$ cat src/rtl/mem_arbiter_if.sv
// Client and memory bus bundle for mem_arbiter.
// The master side drives requests and memory read data; the slave side is the arbiter.
interface mem_arbiter_if;
    logic        if_req;
    logic [15:0] if_addr;
    logic        if_flush;
    logic [15:0] if_rdata;
    logic        if_ready;

    logic        dm_req;
    logic        dm_we;
    logic [15:0] dm_addr;
    logic [15:0] dm_wdata;
    logic [15:0] dm_rdata;
    logic        dm_ready;

    logic        mem_en;
    logic        mem_we;
    logic [15:0] mem_addr;
    logic [15:0] mem_wdata;
    logic [15:0] mem_rdata;

    modport master (
        output if_req, if_addr, if_flush, dm_req, dm_we, dm_addr, dm_wdata, mem_rdata,
        input  if_rdata, if_ready, dm_rdata, dm_ready, mem_en, mem_we, mem_addr, mem_wdata
    );

    modport slave (
        input  if_req, if_addr, if_flush, dm_req, dm_we, dm_addr, dm_wdata, mem_rdata,
        output if_rdata, if_ready, dm_rdata, dm_ready, mem_en, mem_we, mem_addr, mem_wdata
    );
endinterface

$ cat src/rtl/mem_arbiter.sv
// Two-port (instruction fetch / data) arbiter onto a single fixed-latency memory.
// One transaction is outstanding at a time; a starvation counter bounds fetch losses.
module mem_arbiter #(
    parameter int unsigned MEM_LAT    = 2,
    parameter int unsigned STARVE_MAX = 3
) (
    input  logic          clk,
    input  logic          rst,
    mem_arbiter_if.slave  bus,
    output logic          busy,
    output logic          gnt_dm
);

    localparam logic [3:0] MemLat    = 4'(MEM_LAT);
    localparam logic [3:0] StarveMax = 4'(STARVE_MAX);

    typedef enum logic [1:0] {StIdle, StIssue, StWait, StResp} state_e;

    state_e      state_q, state_d;
    logic [3:0]  starve_q;
    logic [3:0]  cnt_q;
    logic        owner_dm_q;
    logic        we_q;
    logic [15:0] addr_q;
    logic [15:0] wdata_q;
    logic [15:0] data_q;
    logic        discard_q;
    logic [15:0] if_rdata_q;
    logic [15:0] dm_rdata_q;

    logic        grant_if;
    logic        grant_dm;
    logic        if_deliver;
    logic [15:0] resp_data;

    // A flushing fetch never wins; a starved fetch beats a pending data request.
    assign grant_if   = bus.if_req && !bus.if_flush && (!bus.dm_req || starve_q == StarveMax);
    assign grant_dm   = bus.dm_req && !grant_if;
    assign resp_data  = we_q ? 16'h0000 : data_q;
    assign if_deliver = (state_q == StResp) && !owner_dm_q && !discard_q && !bus.if_flush;

    always_ff @(posedge clk) begin
        if (rst) begin
            state_q <= StIdle;
        end else begin
            state_q <= state_d;
        end
    end

    always_comb begin
        state_d = state_q;
        unique case (state_q)
            StIdle:  if (grant_if || grant_dm) state_d = StIssue;
            StIssue: state_d = we_q ? StResp : StWait;
            StWait:  if (cnt_q <= 4'd1) state_d = StResp;
            StResp:  state_d = StIdle;
        endcase
    end

    always_ff @(posedge clk) begin
        if (rst) begin
            starve_q   <= '0;
            cnt_q      <= '0;
            owner_dm_q <= 1'b0;
            we_q       <= 1'b0;
            addr_q     <= '0;
            wdata_q    <= '0;
            data_q     <= '0;
            discard_q  <= 1'b0;
            if_rdata_q <= '0;
            dm_rdata_q <= '0;
        end else begin
            unique case (state_q)
                StIdle: begin
                    if (grant_if || grant_dm) begin
                        owner_dm_q <= grant_dm;
                        we_q       <= grant_dm && bus.dm_we;
                        addr_q     <= grant_dm ? bus.dm_addr : bus.if_addr;
                        wdata_q    <= grant_dm ? bus.dm_wdata : 16'h0000;
                        discard_q  <= 1'b0;
                    end
                    if (grant_if) begin
                        starve_q <= '0;
                    end else if (grant_dm && bus.if_req && starve_q != StarveMax) begin
                        starve_q <= starve_q + 4'd1;
                    end
                end
                StIssue: begin
                    if (!we_q) cnt_q <= MemLat;
                end
                StWait: begin
                    cnt_q <= cnt_q - 4'd1;
                    if (cnt_q <= 4'd1) data_q <= bus.mem_rdata;
                end
                StResp: begin
                    if (owner_dm_q) dm_rdata_q <= resp_data;
                    else if (if_deliver) if_rdata_q <= resp_data;
                end
            endcase
            // A discarded fetch still runs to completion so the memory sees a clean access.
            if (state_q != StIdle && !owner_dm_q && bus.if_flush) discard_q <= 1'b1;
        end
    end

    always_comb begin
        bus.mem_en    = 1'b0;
        bus.mem_we    = 1'b0;
        bus.mem_addr  = '0;
        bus.mem_wdata = '0;
        if (state_q == StIssue) begin
            bus.mem_en    = 1'b1;
            bus.mem_we    = we_q;
            bus.mem_addr  = addr_q;
            bus.mem_wdata = wdata_q;
        end
        busy         = (state_q != StIdle);
        gnt_dm       = busy && owner_dm_q;
        bus.if_ready = if_deliver;
        bus.dm_ready = (state_q == StResp) && owner_dm_q;
        bus.if_rdata = if_deliver ? resp_data : if_rdata_q;
        bus.dm_rdata = bus.dm_ready ? resp_data : dm_rdata_q;
    end

endmodule

$ cat src/flat_wrapper.sv
// flat-port wrapper written by rule: the top's interface ports become plain ports
module mem_arbiter_flat 
#(
    parameter int unsigned MEM_LAT    = 2,
    parameter int unsigned STARVE_MAX = 3
)
  (clk, rst, busy, gnt_dm, bus_if_req, bus_if_addr, bus_if_flush, bus_dm_req, bus_dm_we, bus_dm_addr, bus_dm_wdata, bus_mem_rdata, bus_if_rdata, bus_if_ready, bus_dm_rdata, bus_dm_ready, bus_mem_en, bus_mem_we, bus_mem_addr, bus_mem_wdata);
  mem_arbiter_if bus_i ();
  input  logic clk;
  input  logic rst;
  output logic busy;
  output logic gnt_dm;
  input wire logic [$bits(bus_i.if_req)-1:0] bus_if_req;
  input wire logic [$bits(bus_i.if_addr)-1:0] bus_if_addr;
  input wire logic [$bits(bus_i.if_flush)-1:0] bus_if_flush;
  input wire logic [$bits(bus_i.dm_req)-1:0] bus_dm_req;
  input wire logic [$bits(bus_i.dm_we)-1:0] bus_dm_we;
  input wire logic [$bits(bus_i.dm_addr)-1:0] bus_dm_addr;
  input wire logic [$bits(bus_i.dm_wdata)-1:0] bus_dm_wdata;
  input wire logic [$bits(bus_i.mem_rdata)-1:0] bus_mem_rdata;
  output wire logic [$bits(bus_i.if_rdata)-1:0] bus_if_rdata;
  output wire logic [$bits(bus_i.if_ready)-1:0] bus_if_ready;
  output wire logic [$bits(bus_i.dm_rdata)-1:0] bus_dm_rdata;
  output wire logic [$bits(bus_i.dm_ready)-1:0] bus_dm_ready;
  output wire logic [$bits(bus_i.mem_en)-1:0] bus_mem_en;
  output wire logic [$bits(bus_i.mem_we)-1:0] bus_mem_we;
  output wire logic [$bits(bus_i.mem_addr)-1:0] bus_mem_addr;
  output wire logic [$bits(bus_i.mem_wdata)-1:0] bus_mem_wdata;
  assign bus_i.if_req = bus_if_req;
  assign bus_i.if_addr = bus_if_addr;
  assign bus_i.if_flush = bus_if_flush;
  assign bus_i.dm_req = bus_dm_req;
  assign bus_i.dm_we = bus_dm_we;
  assign bus_i.dm_addr = bus_dm_addr;
  assign bus_i.dm_wdata = bus_dm_wdata;
  assign bus_i.mem_rdata = bus_mem_rdata;
  assign bus_if_rdata = bus_i.if_rdata;
  assign bus_if_ready = bus_i.if_ready;
  assign bus_dm_rdata = bus_i.dm_rdata;
  assign bus_dm_ready = bus_i.dm_ready;
  assign bus_mem_en = bus_i.mem_en;
  assign bus_mem_we = bus_i.mem_we;
  assign bus_mem_addr = bus_i.mem_addr;
  assign bus_mem_wdata = bus_i.mem_wdata;
  mem_arbiter #(.MEM_LAT(MEM_LAT), .STARVE_MAX(STARVE_MAX)) u_core (.clk(clk), .rst(rst), .bus(bus_i), .busy(busy), .gnt_dm(gnt_dm));
endmodule
$ cat config.mk
export PLATFORM = sky130hd
export DESIGN_NAME = mem_arbiter_flat
export DESIGN_NICKNAME = d
export VERILOG_FILES = /design/src/rtl/mem_arbiter_if.sv /design/src/rtl/mem_arbiter.sv /design/src/flat_wrapper.sv
export SDC_FILE = /design/constraint.sdc
export NUM_CORES = 1
export LEC_CHECK = 0
export CAP_MARGIN = 20
export CORE_ASPECT_RATIO = 2
export CORE_MARGIN = 2
export CORE_UTILIZATION = 49
export CTS_CLUSTER_DIAMETER = 80
export CTS_CLUSTER_SIZE = 14
export DETAILED_ROUTE_END_ITERATION = 16
export PLACE_DENSITY = 0.9
export SLEW_MARGIN = 30
export SYNTH_ARGS = -nofsm -noshare
export SYNTH_HDL_FRONTEND = slang
export SYNTH_SLANG_ARGS = --single-unit
$ cat constraint.sdc
create_clock -name clk -period 4.7 [get_ports clk]
set_clock_uncertainty 0.1 [all_clocks]
set_input_delay 0.94 -clock clk [delete_from_list [all_inputs] [get_ports clk]]
set_output_delay 0.94 -clock clk [all_outputs]
set_load 0.05 [all_outputs]
# == Word level (Yosys, flattened, before mapping) ==
# Cells that the tools add are included.
# classes
mux,20
reduce_logical,34
eq_ne,8
magnitude_cmp,1
addsub,2
bitwise_logic,1
# ops
cell,n
$mux 16,7
$reduce_and 2->1,8
$logic_and 1x1->1,13
$mux 4,3
$reduce_bool 2->1,5
$pmux 2 s4,1
$pmux 4 s2,1
$mux 1,6
$logic_not 1->1,5
$add 4x1->4 const B,1
$eq 2x2->1 const B,2
$eq 4x2->1 const B,1
$le 4x1->1 const B,1
$mux 2,2
$ne 2x1->1 const B,2
$ne 4x2->1 const B,1
$sub 4x1->4 const B,1
$eq 2x1->1 const B,1
$logic_not 2->1,1
$logic_or 1x1->1,2
$ne 2x2->1 const B,1
$not 1->1,1
# word_totals
input_bits,70
ff_bits,93

# == Logic depth before layout (Yosys ltp) ==
# logic_depth
word_depth,9
ltp_mapped,8
mapped_depth_nobuf,7

# == Least setup slack after synthesis ==
# OpenSTA, ideal clock, no wires.
# synth_timing
kind,input to output
start,input port bus_if_flush
end,output port bus_if_rdata[10]
stages,4
required_time_ps,3660
path_buffers,2
arrival_time_ps,2504
slack_ps,1156
path_cell_list,or4b_1 > clkbuf_1 > clkbuf_1 > o21ai_1
# synth_between
elab_chain_len,3
# synth_rtl
item,line,rtl
"start, declared",flat_wrapper.sv:15,input wire logic [$bits(bus_i.if_flush)-1:0] bus_if_flush;
$logic_not 1->1,mem_arbiter.sv:40,assign if_deliver = (state_q == StResp) && !owner_dm_q && !discard_q && !bus.if_flush;
$logic_and 1x1->1,mem_arbiter.sv:40,
$mux 16,mem_arbiter.sv:120,bus.if_rdata = if_deliver ? resp_data : if_rdata_q;
"end, declared",flat_wrapper.sv:21,output wire logic [$bits(bus_i.if_rdata)-1:0] bus_if_rdata;
# Every way passes these cells.

# == Worst setup path after layout ==
# layout_timing
start,input port bus_if_flush
end,output port bus_if_rdata[11]
# Same word-level chain as after synthesis.

==> impl_metrics.py <==
metrics = {
    "power_and_ir_drop": {
        "power.switching_mw": 0.899,
        "internal_power_mw": 1.68,
        "seqPwrFrac_pct": 39.4,
        "switching_share_pct": 34.9,
        "power_frac_clock_pct": 26.0,
        "power.static_leakage_nw": 2.29,
        "pwrdens_nw_per_um2": 438,
        "vdd.ir_drop.worst_uv": 290,
        "power_frac_comb_pct": 34.6,
        "total_power_mw": 2.58,
    },
    "global_route": {
        "grt_start_max_net_pins": 45,
        "gr-total-overflow": 0,
        "groute.usage.overall_pct": 24.1,
        "grt_first_pass_wirelength_um": 16600,
        "grt_antenna_before_repair": 0,
        "grt_pass1_vias": 3624,
    },
    "critical_path": {
        "crit_type": "in -> out",
        "critPathMaxFanout": 33,
        "critical_path.reg2reg.endpoint": "u_core.wdata_q[3]$_SDFFE_PP0P_",
        "reg2reg_setup_slack_ns": 2.19,
        "timing.reg2reg.worst_path_depth": 5,
        "worstReg2RegStart": "u_core.starve_q[0]$_SDFFE_PP0P_",
        "timing.critical_path.to": "bus_if_rdata[11]",
        "cp.arrival_ns": 3.07,
        "critical_path_required_ns": 3.66,
        "setup.worst_path.end_class": "output port",
        "worstSetupStartpoint": "bus_if_flush",
        "crit_path_start_kind": "input port",
    },
    "clock_network": {
        "cts_post_setup_buffers_inserted": 0,
        "clock_tree.buffer_depth": 2,
        "post_cts.resized_instances": 0,
        "cts_hold_buf": 0,
        "clk_pin_slew_ns": 0.06,
        "cts-buffers-inserted": 9,
        "cts_root_buffer": "clkbuf_16",
        "htree_levels": 3,
        "cts_sinks": 93,
        "clock_latency_of_the_later_clocked_register_in_the_worst_skew_pair_ns": 0.33,
        "tritoncts": "done",
    },
    "yosys": {
        "netlist_top_cells_area": "dfxtp_1 (46%), nor2b_1 (5.7%), nand2b_1 (5.3%)",
        "async_s_r_ff_share_synth_pct": 0,
        "avgSynthCellArea_sq_um": 9.10,
        "area_share_of_the_largest_cell_type_after_synthesis_pct": 46.1,
        "seq_total_area_yosys_pct": 46.1,
        "synth_cell_types": 40,
        "yosysWarnings": 0,
        "synth_top_cell_by_area": "dfxtp_1",
        "syn-num-nets": 521,
        "synth_area_sq_um": 4040,
        "ys_seq_elements": 93,
        "netlist_instances": 444,
        "edff_count_synth": 0,
        "synth_ff_type": "dfxtp_1",
    },
    "layout": {
        "net_count_final": 645,
        "area_growth_pct": 45.4,
        "layout.area.seq_sq_um": 1860,
        "commonest_non_fill_non_tap_cell_in_the_layout": "clkdlybuf4s50_1",
        "multi_input_comb_area_sq_um": 1990,
        "fraction_of_layout_cells_with_a_size_suffix_above_1_pct": 9.60,
        "layout.cells.most_common_list": "clkdlybuf4s50_1 (121), dfxtp_1 (93), nand2_1 (37), nor2b_1 (37), nand2b_1 (34)",
        "final.fill_count": 576,
        "n_antenna_cell": 0,
        "final-instance-count-excl-fill": 669,
    },
    "placed_design": {
        "portBuffers": 139,
        "placed_cells_incl_taps": 653,
        "gp_congestion": 0.799,
        "hpwl_um": 7690,
    },
    "sta": {
        "finalSetupTns_ns": 0,
        "timing.final.max_slew_violations": 0,
        "timing.slew.headroom_pct": 36.2,
        "worst_slew_pin_slew_ns": 0.957,
        "period_share_pct": 87.4,
        "unrepaired_setup_endpoints_after_global_routing": "false",
        "finalSetupViolations": 0,
        "period_minus_slack_ns": 4.11,
        "achievable_clock_frequency_mhz": 244,
        "timing.final.hold_violations": 0,
    },
    "die": {
        "die_w_um": 68.2,
        "die_h_um": 132,
        "core_area_sq_um": 7940,
        "starting_utilization_of_the_core_area_pct": 50.9,
        "die_area_sq_um": 9030,
        "floorplan.io_pins": 140,
        "rows": 46,
    },
    "route": {
        "drt_wl_total_um": 10400,
        "detail_route.drc_violations": 0,
        "first_pass_iters": 4,
        "via_per_instance_ratio": 5.35,
        "drtIter0Drc": 116,
        "wl_per_cell_um": 15.6,
        "ant_nets": 0,
        "route.vias.total": 3582,
    },
    "status": {
        "run_status": "finished clean",
    },
    "hold_path": {
        "worst_hold_path_type": "reg -> reg",
    },
    "job": {
        "maxCapViolCount": 0,
    },
}
==> state kept, by name (all words and copies together) (netlist names) <==
name               cells
u_core.owner_dm_q      1
u_core.state_q         2
u_core.we_q            1
u_core.wdata_q        16
u_core.starve_q        4
u_core.discard_q       1
u_core.dm_rdata_q     16
u_core.if_rdata_q     16
u_core.addr_q         16
u_core.cnt_q           4
u_core.data_q         16
==> synthesized netlist by cell type (all sizes together) (11+ instances only) <==
cell and n:
a21oi 23, a22o 17, and2 32, clkbuf 25
dfxtp 93, inv 11, mux2i 19, nand2 38
nand2b 34, nor2 25, nor2b 37, o21ai 38
o22ai 15
==> worst min-delay path by stage <==
stage / startpoint / end / cells after the start
6_report: u_core.addr_q[1]$_SDFFE_PP0P_ / u_core.addr_q[1]$_SDFFE_PP0P_ / 2
5_1_grt: u_core.wdata_q[6]$_SDFFE_PP0P_ / u_core.wdata_q[6]$_SDFFE_PP0P_ / 1
4_1_cts: u_core.wdata_q[7]$_SDFFE_PP0P_ / u_core.wdata_q[7]$_SDFFE_PP0P_ / 1
3_5_place_dp: u_core.wdata_q[7]$_SDFFE_PP0P_ / u_core.wdata_q[7]$_SDFFE_PP0P_ / 1
3_3_place_gp: u_core.wdata_q[7]$_SDFFE_PP0P_ / u_core.wdata_q[7]$_SDFFE_PP0P_ / 1
2_1_floorplan: u_core.wdata_q[0]$_SDFFE_PP0P_ / u_core.wdata_q[0]$_SDFFE_PP0P_ / 1
==> power by group through the flow <==
stage | combinational [mW] | clock, mW | sequential (mW)
4_1_cts | 0.895 | 0.684 | 1.01
3_3_place_gp | 0.856 | 0 | 1.02
2_1_floorplan | 0.630 | 0 | 0.995
6_report | 0.891 | 0.671 | 1.01
5_1_grt | 0.960 | 0.714 | 1.03
3_5_place_dp | 0.885 | 0 | 1.03
==> metal layers <==
metal	up-vias	GRT usage, %	share of wire [%]	wire (um)
li1	1748	-	-	-
met1	1698	23.2	35	3620
met2	109	45.1	58	5990
met3	27	5.02	4.4	462
met4	0	11.8	3.2	337
met5	-	0	0	0
==> cell type report <==
type | instances | area share [%]
multi-input combinational | 309 | 33.9
sequential | 93 | 31.7
timing repair buffer | 144 | 26.9
clock buffer | 13 | 4.43
tap | 96 | 2.04
inverter | 11 | 0.703
clock inverter | 3 | 0.319
==> stage by stage <==
step	hold WS (ns)	worst slack (ns)	util [%]	area, sq um
after floorplan	0.334	1.16	-	4040
after global placement	0.348	0.597	70.4	5590
after detailed placement	0.349	0.512	70.4	5590
after CTS	0.369	0.515	73.9	5870
after global routing	0.382	0.443	74.0	5870
final	0.369	0.594	74.0	5870
==> critical path, stage by stage <==
cell and delay, ns:
clkdlybuf4s50_1 0.54, or4b_2 1.01, o21ai_1 0.39, buf_12 0.18
==> cells by family (layout without fill, tap and decap cells) <==
kind of cell,after synthesis,after routing,synth area share (%)
muxes,20,20,4.99
DFF,93,93,46.1
AOI/OAI and AO/OA,103,103,17.6
adders and majority gates,7,7,2.17
and+or+nand+nor,179,179,24.5
buffers and inverters,42,171,4.71
Power figures use the tool's default switching activity.
